`config.mk`:
```
export PLATFORM = sky130hd
export DESIGN_NAME = easyaxi_rd_mst_ost
export DESIGN_NICKNAME = d
export VERILOG_FILES = /design/src/rtl/easyaxi_rd_mst_ost.sv
export SDC_FILE = /design/constraint.sdc
export NUM_CORES = 1
export LEC_CHECK = 0
export ABC_CLOCK_PERIOD_IN_PS = 5000
export CORE_ASPECT_RATIO = 2
export CORE_MARGIN = 5
export CORE_UTILIZATION = 51
export CTS_BUF_LIST = sky130_fd_sc_hd__clkbuf_2
export DETAILED_ROUTE_END_ITERATION = 10
export PLACE_DENSITY = 0.89
export SLEW_MARGIN = 20
export SYNTH_ARGS = -nofsm -noshare
export SYNTH_HDL_FRONTEND = slang
export SYNTH_SLANG_ARGS = --single-unit
```
`constraint.sdc`:
```
create_clock -name clk -period 5 [get_ports clk]
set_input_delay 1 -clock clk [delete_from_list [all_inputs] [get_ports clk]]
set_output_delay 1 -clock clk [all_outputs]
set_load 0.01 [all_outputs]
```
`src/rtl/easyaxi_rd_mst_ost.sv`:
```
// AXI4 read master with OST_DEPTH outstanding bursts.
// Bursts issue in allocation order and retire out of order on RLAST.
module easyaxi_rd_mst_ost #(
  parameter int unsigned OST_DEPTH = 4,
  parameter int unsigned ID_W      = 4,
  parameter int unsigned ADDR_W    = 32,
  parameter int unsigned DATA_W    = 32,
  parameter int unsigned BURST_LEN = 3
) (
  input  logic                       clk,
  input  logic                       rst,
  input  logic                       enable,
  output logic                       axi_mst_arvalid,
  input  logic                       axi_mst_arready,
  output logic [ID_W-1:0]            axi_mst_arid,
  output logic [ADDR_W-1:0]          axi_mst_araddr,
  output logic [7:0]                 axi_mst_arlen,
  output logic [2:0]                 axi_mst_arsize,
  output logic [1:0]                 axi_mst_arburst,
  input  logic                       axi_mst_rvalid,
  output logic                       axi_mst_rready,
  input  logic [ID_W-1:0]            axi_mst_rid,
  input  logic [DATA_W-1:0]          axi_mst_rdata,
  input  logic [1:0]                 axi_mst_rresp,
  input  logic                       axi_mst_rlast,
  output logic                       full,
  output logic [$clog2(OST_DEPTH):0] ost_cnt,
  output logic                       done_vld,
  output logic [ID_W-1:0]            done_id,
  output logic                       done_err,
  output logic [DATA_W-1:0]          last_rdata,
  output logic                       proto_err
);

  localparam int unsigned IDX_W    = $clog2(OST_DEPTH);
  localparam int unsigned CNT_W    = IDX_W + 1;
  localparam int unsigned ADDR_INC = (BURST_LEN + 1) * (DATA_W / 8);

  logic [OST_DEPTH-1:0]            vld_q, vld_d, req_q, req_d, err_q, err_d;
  logic [OST_DEPTH-1:0][7:0]       beats_q, beats_d;
  logic [OST_DEPTH-1:0][IDX_W-1:0] fifo_q, fifo_d;
  logic [IDX_W-1:0]                wr_ptr_q, wr_ptr_d, rd_ptr_q, rd_ptr_d;
  logic [CNT_W-1:0]                fifo_cnt_q, fifo_cnt_d;
  logic [ADDR_W-1:0]               addr_q, addr_d;
  logic                            done_vld_q, done_vld_d;
  logic [ID_W-1:0]                 done_id_q, done_id_d;
  logic                            done_err_q, done_err_d;
  logic [DATA_W-1:0]               last_rdata_q, last_rdata_d;
  logic                            proto_err_q, proto_err_d;

  logic [IDX_W-1:0] free_idx, head_idx, rid_idx;
  logic [CNT_W-1:0] pop_cnt;
  logic             alloc, ar_hs, r_hs, r_match, len_err, beat_err;

  // Lowest-index free entry; entries retiring this edge still read as busy
  always_comb begin
    free_idx = '0;
    for (int i = OST_DEPTH - 1; i >= 0; i--) begin
      if (!vld_q[i]) free_idx = IDX_W'(i);
    end
  end

  always_comb begin
    pop_cnt = '0;
    for (int i = 0; i < OST_DEPTH; i++) pop_cnt = pop_cnt + CNT_W'(vld_q[i]);
  end

  assign full     = (pop_cnt == CNT_W'(OST_DEPTH));
  assign ost_cnt  = pop_cnt;
  assign alloc    = enable & ~full;
  assign head_idx = fifo_q[rd_ptr_q];
  assign ar_hs    = axi_mst_arvalid & axi_mst_arready;
  assign r_hs     = axi_mst_rvalid & axi_mst_rready;
  assign rid_idx  = axi_mst_rid[IDX_W-1:0];
  assign r_match  = (32'(axi_mst_rid) < OST_DEPTH) && vld_q[rid_idx] && req_q[rid_idx];
  assign len_err  = ( axi_mst_rlast && (beats_q[rid_idx] != 8'(BURST_LEN))) ||
                    (!axi_mst_rlast && (beats_q[rid_idx] == 8'(BURST_LEN)));
  assign beat_err = (axi_mst_rresp != 2'b00) | len_err;

  // Allocation, AR issue and R retire touch disjoint entries, so they compose freely
  always_comb begin
    vld_d        = vld_q;
    req_d        = req_q;
    err_d        = err_q;
    beats_d      = beats_q;
    fifo_d       = fifo_q;
    wr_ptr_d     = wr_ptr_q;
    rd_ptr_d     = rd_ptr_q;
    addr_d       = addr_q;
    done_vld_d   = 1'b0;
    done_id_d    = done_id_q;
    done_err_d   = done_err_q;
    last_rdata_d = last_rdata_q;
    proto_err_d  = proto_err_q;
    if (alloc) begin
      vld_d[free_idx]   = 1'b1;
      req_d[free_idx]   = 1'b0;
      err_d[free_idx]   = 1'b0;
      beats_d[free_idx] = 8'd0;
      fifo_d[wr_ptr_q]  = free_idx;
      wr_ptr_d          = wr_ptr_q + IDX_W'(1);
    end
    if (ar_hs) begin
      req_d[head_idx] = 1'b1;
      rd_ptr_d        = rd_ptr_q + IDX_W'(1);
      addr_d          = addr_q + ADDR_W'(ADDR_INC);
    end
    fifo_cnt_d = fifo_cnt_q + CNT_W'(alloc) - CNT_W'(ar_hs);
    if (r_hs) begin
      last_rdata_d = axi_mst_rdata;
      if (r_match) begin
        beats_d[rid_idx] = beats_q[rid_idx] + 8'd1;
        err_d[rid_idx]   = err_q[rid_idx] | beat_err;
        if (len_err) proto_err_d = 1'b1;
        if (axi_mst_rlast) begin
          vld_d[rid_idx] = 1'b0;
          req_d[rid_idx] = 1'b0;
          done_vld_d     = 1'b1;
          done_id_d      = axi_mst_rid;
          done_err_d     = err_q[rid_idx] | beat_err;
        end
      end else begin
        proto_err_d = 1'b1;
      end
    end
  end

  always_ff @(posedge clk or posedge rst) begin
    if (rst) begin
      vld_q        <= '0;
      req_q        <= '0;
      err_q        <= '0;
      beats_q      <= '0;
      fifo_q       <= '0;
      wr_ptr_q     <= '0;
      rd_ptr_q     <= '0;
      fifo_cnt_q   <= '0;
      addr_q       <= '0;
      done_vld_q   <= 1'b0;
      done_id_q    <= '0;
      done_err_q   <= 1'b0;
      last_rdata_q <= '0;
      proto_err_q  <= 1'b0;
    end else begin
      vld_q        <= vld_d;
      req_q        <= req_d;
      err_q        <= err_d;
      beats_q      <= beats_d;
      fifo_q       <= fifo_d;
      wr_ptr_q     <= wr_ptr_d;
      rd_ptr_q     <= rd_ptr_d;
      fifo_cnt_q   <= fifo_cnt_d;
      addr_q       <= addr_d;
      done_vld_q   <= done_vld_d;
      done_id_q    <= done_id_d;
      done_err_q   <= done_err_d;
      last_rdata_q <= last_rdata_d;
      proto_err_q  <= proto_err_d;
    end
  end

  assign axi_mst_arvalid = (fifo_cnt_q != '0);
  assign axi_mst_arid    = ID_W'(head_idx);
  assign axi_mst_araddr  = addr_q;
  assign axi_mst_arlen   = 8'(BURST_LEN);
  assign axi_mst_arsize  = 3'($clog2(DATA_W / 8));
  assign axi_mst_arburst = 2'b01;
  assign axi_mst_rready  = ~rst;
  assign done_vld        = done_vld_q;
  assign done_id         = done_id_q;
  assign done_err        = done_err_q;
  assign last_rdata      = last_rdata_q;
  assign proto_err       = proto_err_q;

endmodule

```
==> results.md <==
* Status: finished clean
* Psw at 0.0009174 W
* Kind of critical path: reg -> out
* Max-cap viol count at 0
* Global-route wire length before repair at 21990 um
* Final setup vio count at 0
* Vias in the first global route at 4515
* Number of nets with antenna violations after routing at 0
* DR pass1 iterations at 5
* Combinational share of power at 32.5%
* Crit share post-route at 81.57%
* Worst-path clk slew at 0.16 ns
* Worst Setup End Kind: output port
* Post-Syn Instances at 476
* Least-Margin Pin Slew at 1.090 ns
* Mapped Area at 0.005694 mm^2
* GR Overflow Total at 0
* Layout Nets at 658
* Die extent in x at 84.72 um
* Area Growth Syn to Fin at 25.75%
* Synth warn at 0
* Critical Path Start Type: register
* WHS at 0.4926 ns
* Yosys reg bits at 126
* Hold Buf Count CTS at 0
* Setup bufs post-CTS at 0
* H-tree depth at 4
* Die area at 0.01351 mm^2
* Part of the Yosys area used for sequential elements at 55.37%
* Net Sw Frac at 32.68%
* Clock root buffer: clkbuf_2
* Sequential power share at 47.5%
* Pre-CTS WS at 1.025 ns
* Starting DRC count in detailed routing at 262
* Synth async-reset ratio at 100.0%
* Placed insts at 723
* DP Area at 0.006962 mm^2
* Final worst slack at 0.9217 ns
* P per Cell Area at 392.0 mW/mm^2
* Antenna violations before repair at 1
* TNS Setup at 0 ns
* CP Data Arrival Time at 3.08 ns
* I/O Buffers at 118
* Min Tclk post-route at 4.078 ns
* RSZ-0062 raised after global routing: false
* IO Pins at 138
* RD Place Congestion at 0.8208
* Post-route insts no fill at 754
* Clock Skew at 0.03238 ns
* Starting Density at 52.02%
* Clock power share at 20.0%
* Hold crit path type: reg -> reg
* Maximum clock frequency at 0.2452 GHz
* Number of flops mapped to enable cells by yosys at 0
* DP Wirelength at 9841 um
* Cell variety after synth at 47
* Final count of hold timing violations at 0
* Drt drc at 0
* CTS Buf Count at 17
* Clock Latency Late Sink at 0.66 ns
* CTS tree: done
* Total GRT Usage at 20.41%
* Internal power at 0.001890 W
* Max_slew headroom at 27.02%
* Layout cells sized above 1 at 14.52%
* Pin count of the biggest net entering global routing at 68
* Top cells by area, synth: dfrtp_1 55%, mux2_2 7.5%, mux4_2 4.4%
* Die height at 159.4 um
* Crit path required time at 4.00 ns
* Crit-path max FO at 10
* Largest area contributor in the netlist: dfrtp_1
* Clock tree buffer depth at 2
* Vias at 4133
* Ys flop type: dfrtp_1
* Post-CTS sizing at 0
* # clock sinks at 126
* Pins Over Slew Limit at 0
* Core area at 0.01095 mm^2
* DR vias/cell at 5.481
* Max VDD drop at 335.9 uV
* Rows at 54
* Final instance area at 0.007161 mm^2
* Syn Area/Cell at 11.96 um^2
* Synth top area share at 55.37%
* Post-Route WL at 13200 um
* Avg WL per Cell at 17.51 um
* Leak pwr at 3.104 nW
## path summary, 6_finish.rpt
kind                           start          end  slack [ns]  cells past startpoint
setup reg to reg            vld_q[0]   beats_q[9]        1.74                      8
max in group asynchronous        rst  beats_q[25]        2.66                      4
hold / removal             proto_err    proto_err        0.49                      1
hold reg to reg            proto_err    proto_err        0.49                      1
min in group asynchronous        rst  wr_ptr_q[0]        1.06                      3
setup / recovery            vld_q[0]         full        0.92                      5
## layout by cell type (no fill, tap or decap), drive strengths merged, types with 9 or more instances in the layout
| cell | n |
|---|---|
| xor2 | 11 |
| dfrtp | 126 |
| mux4 | 11 |
| inv | 15 |
| ha | 10 |
| nand4 | 9 |
| clkinv | 9 |
| mux2 | 38 |
| conb | 19 |
| o21ai | 29 |
| nand2 | 57 |
| a21oi | 10 |
| clkbuf | 19 |
| nand3 | 12 |
| xnor2 | 27 |
| clkdlybuf4s50 | 118 |
| nor2 | 13 |
## cell type report
type | count | area (um^2)
timing repair buffer | 124 | 1226
tap | 140 | 175.2
clock inverter | 11 | 101.3
clock buffer | 19 | 95.09
sequential | 126 | 3153
multi-input combinational | 318 | 2349
inverter | 15 | 58.81
antenna | 1 | 2.502
fill | 859 | 3785
## synthesized netlist by cell type, types with 2 or more instances
library cell    n
dfrtp_1       126
nand2_1        57
mux2_2         38
xnor2_1        27
o21ai_0        26
buf_4          19
inv_1          15
clkbuf_1       13
nor2_1         13
nand3_1        12
mux4_2         11
xor2_1         11
a21oi_1        10
ha_1           10
nand4_1         9
a22o_1          8
o2bb2ai_1       7
nor3_1          6
and2_1          5
nor4_1          5
or3_1           4
a22oi_1         3
and3_1          3
nand2b_1        3
nor2b_1         3
nor4b_1         3
o21ai_1         3
and4_1          2
conb_1          2
fa_1            2
nor3_2          2
nor3b_1         2
o21a_1          2
## power by group through the flow
stage	sequential, W	clock (W)	combinational, W
6_report	0.00133	0.000562	0.000911
5_1_grt	0.00136	0.000629	0.000993
4_1_cts	0.00133	0.000579	0.000922
3_5_place_dp	0.00135	0	0.000919
3_3_place_gp	0.00134	0	0.000872
2_1_floorplan	0.00135	0	0.000509
## critical path, stage by stage (launching register included)
cell             delay, ns
dfrtp_1               0.53
fa_1                  0.52
ha_1                  0.19
ha_1                  0.29
nor3b_1               0.30
clkdlybuf4s50_1       0.60
## cell families (layout without fill, tap and decap cells)
family	count (synthesis)	count (layout)	synth area share (%)
adders and majority gates	12	12	2.900
DFF	126	126	55.37
xor gates and xnor gates	38	38	5.845
AOI/OAI and AO/OA	65	65	7.163
buffers and inverters	49	169	4.636
and+or+nand+nor	135	135	12.09
muxes	49	49	11.87
other	2	20	0.1319
## through the flow
step           utilization (%)  power, W
4_1_cts                  65.40  0.002834
6_report                 65.42  0.002807
2_1_floorplan                -  0.001861
3_5_place_dp             63.60  0.002271
5_1_grt                  65.42  0.002980
3_3_place_gp             63.60  0.002212
## flip-flops by register name (all words and copies together), names as in the netlist, 2 cells and up
register	cells
last_rdata	32
fifo_cnt_q	3
beats_q	32
done_id	4
wr_ptr_q	2
err_q	4
axi_mst_araddr	28
rd_ptr_q	2
req_q	4
vld_q	4
fifo_q	8
## per-layer routing
metal  GRT usage, %  vias up  routed length [um]
met3          5.541       43                 777
met1          21.32     2024                4633
li1               -     1887                   -
met4          10.09        0                 437
met5              0        -                   0
met2          36.76      179                7352
Note: power is estimated with default switching activity, not from simulation.
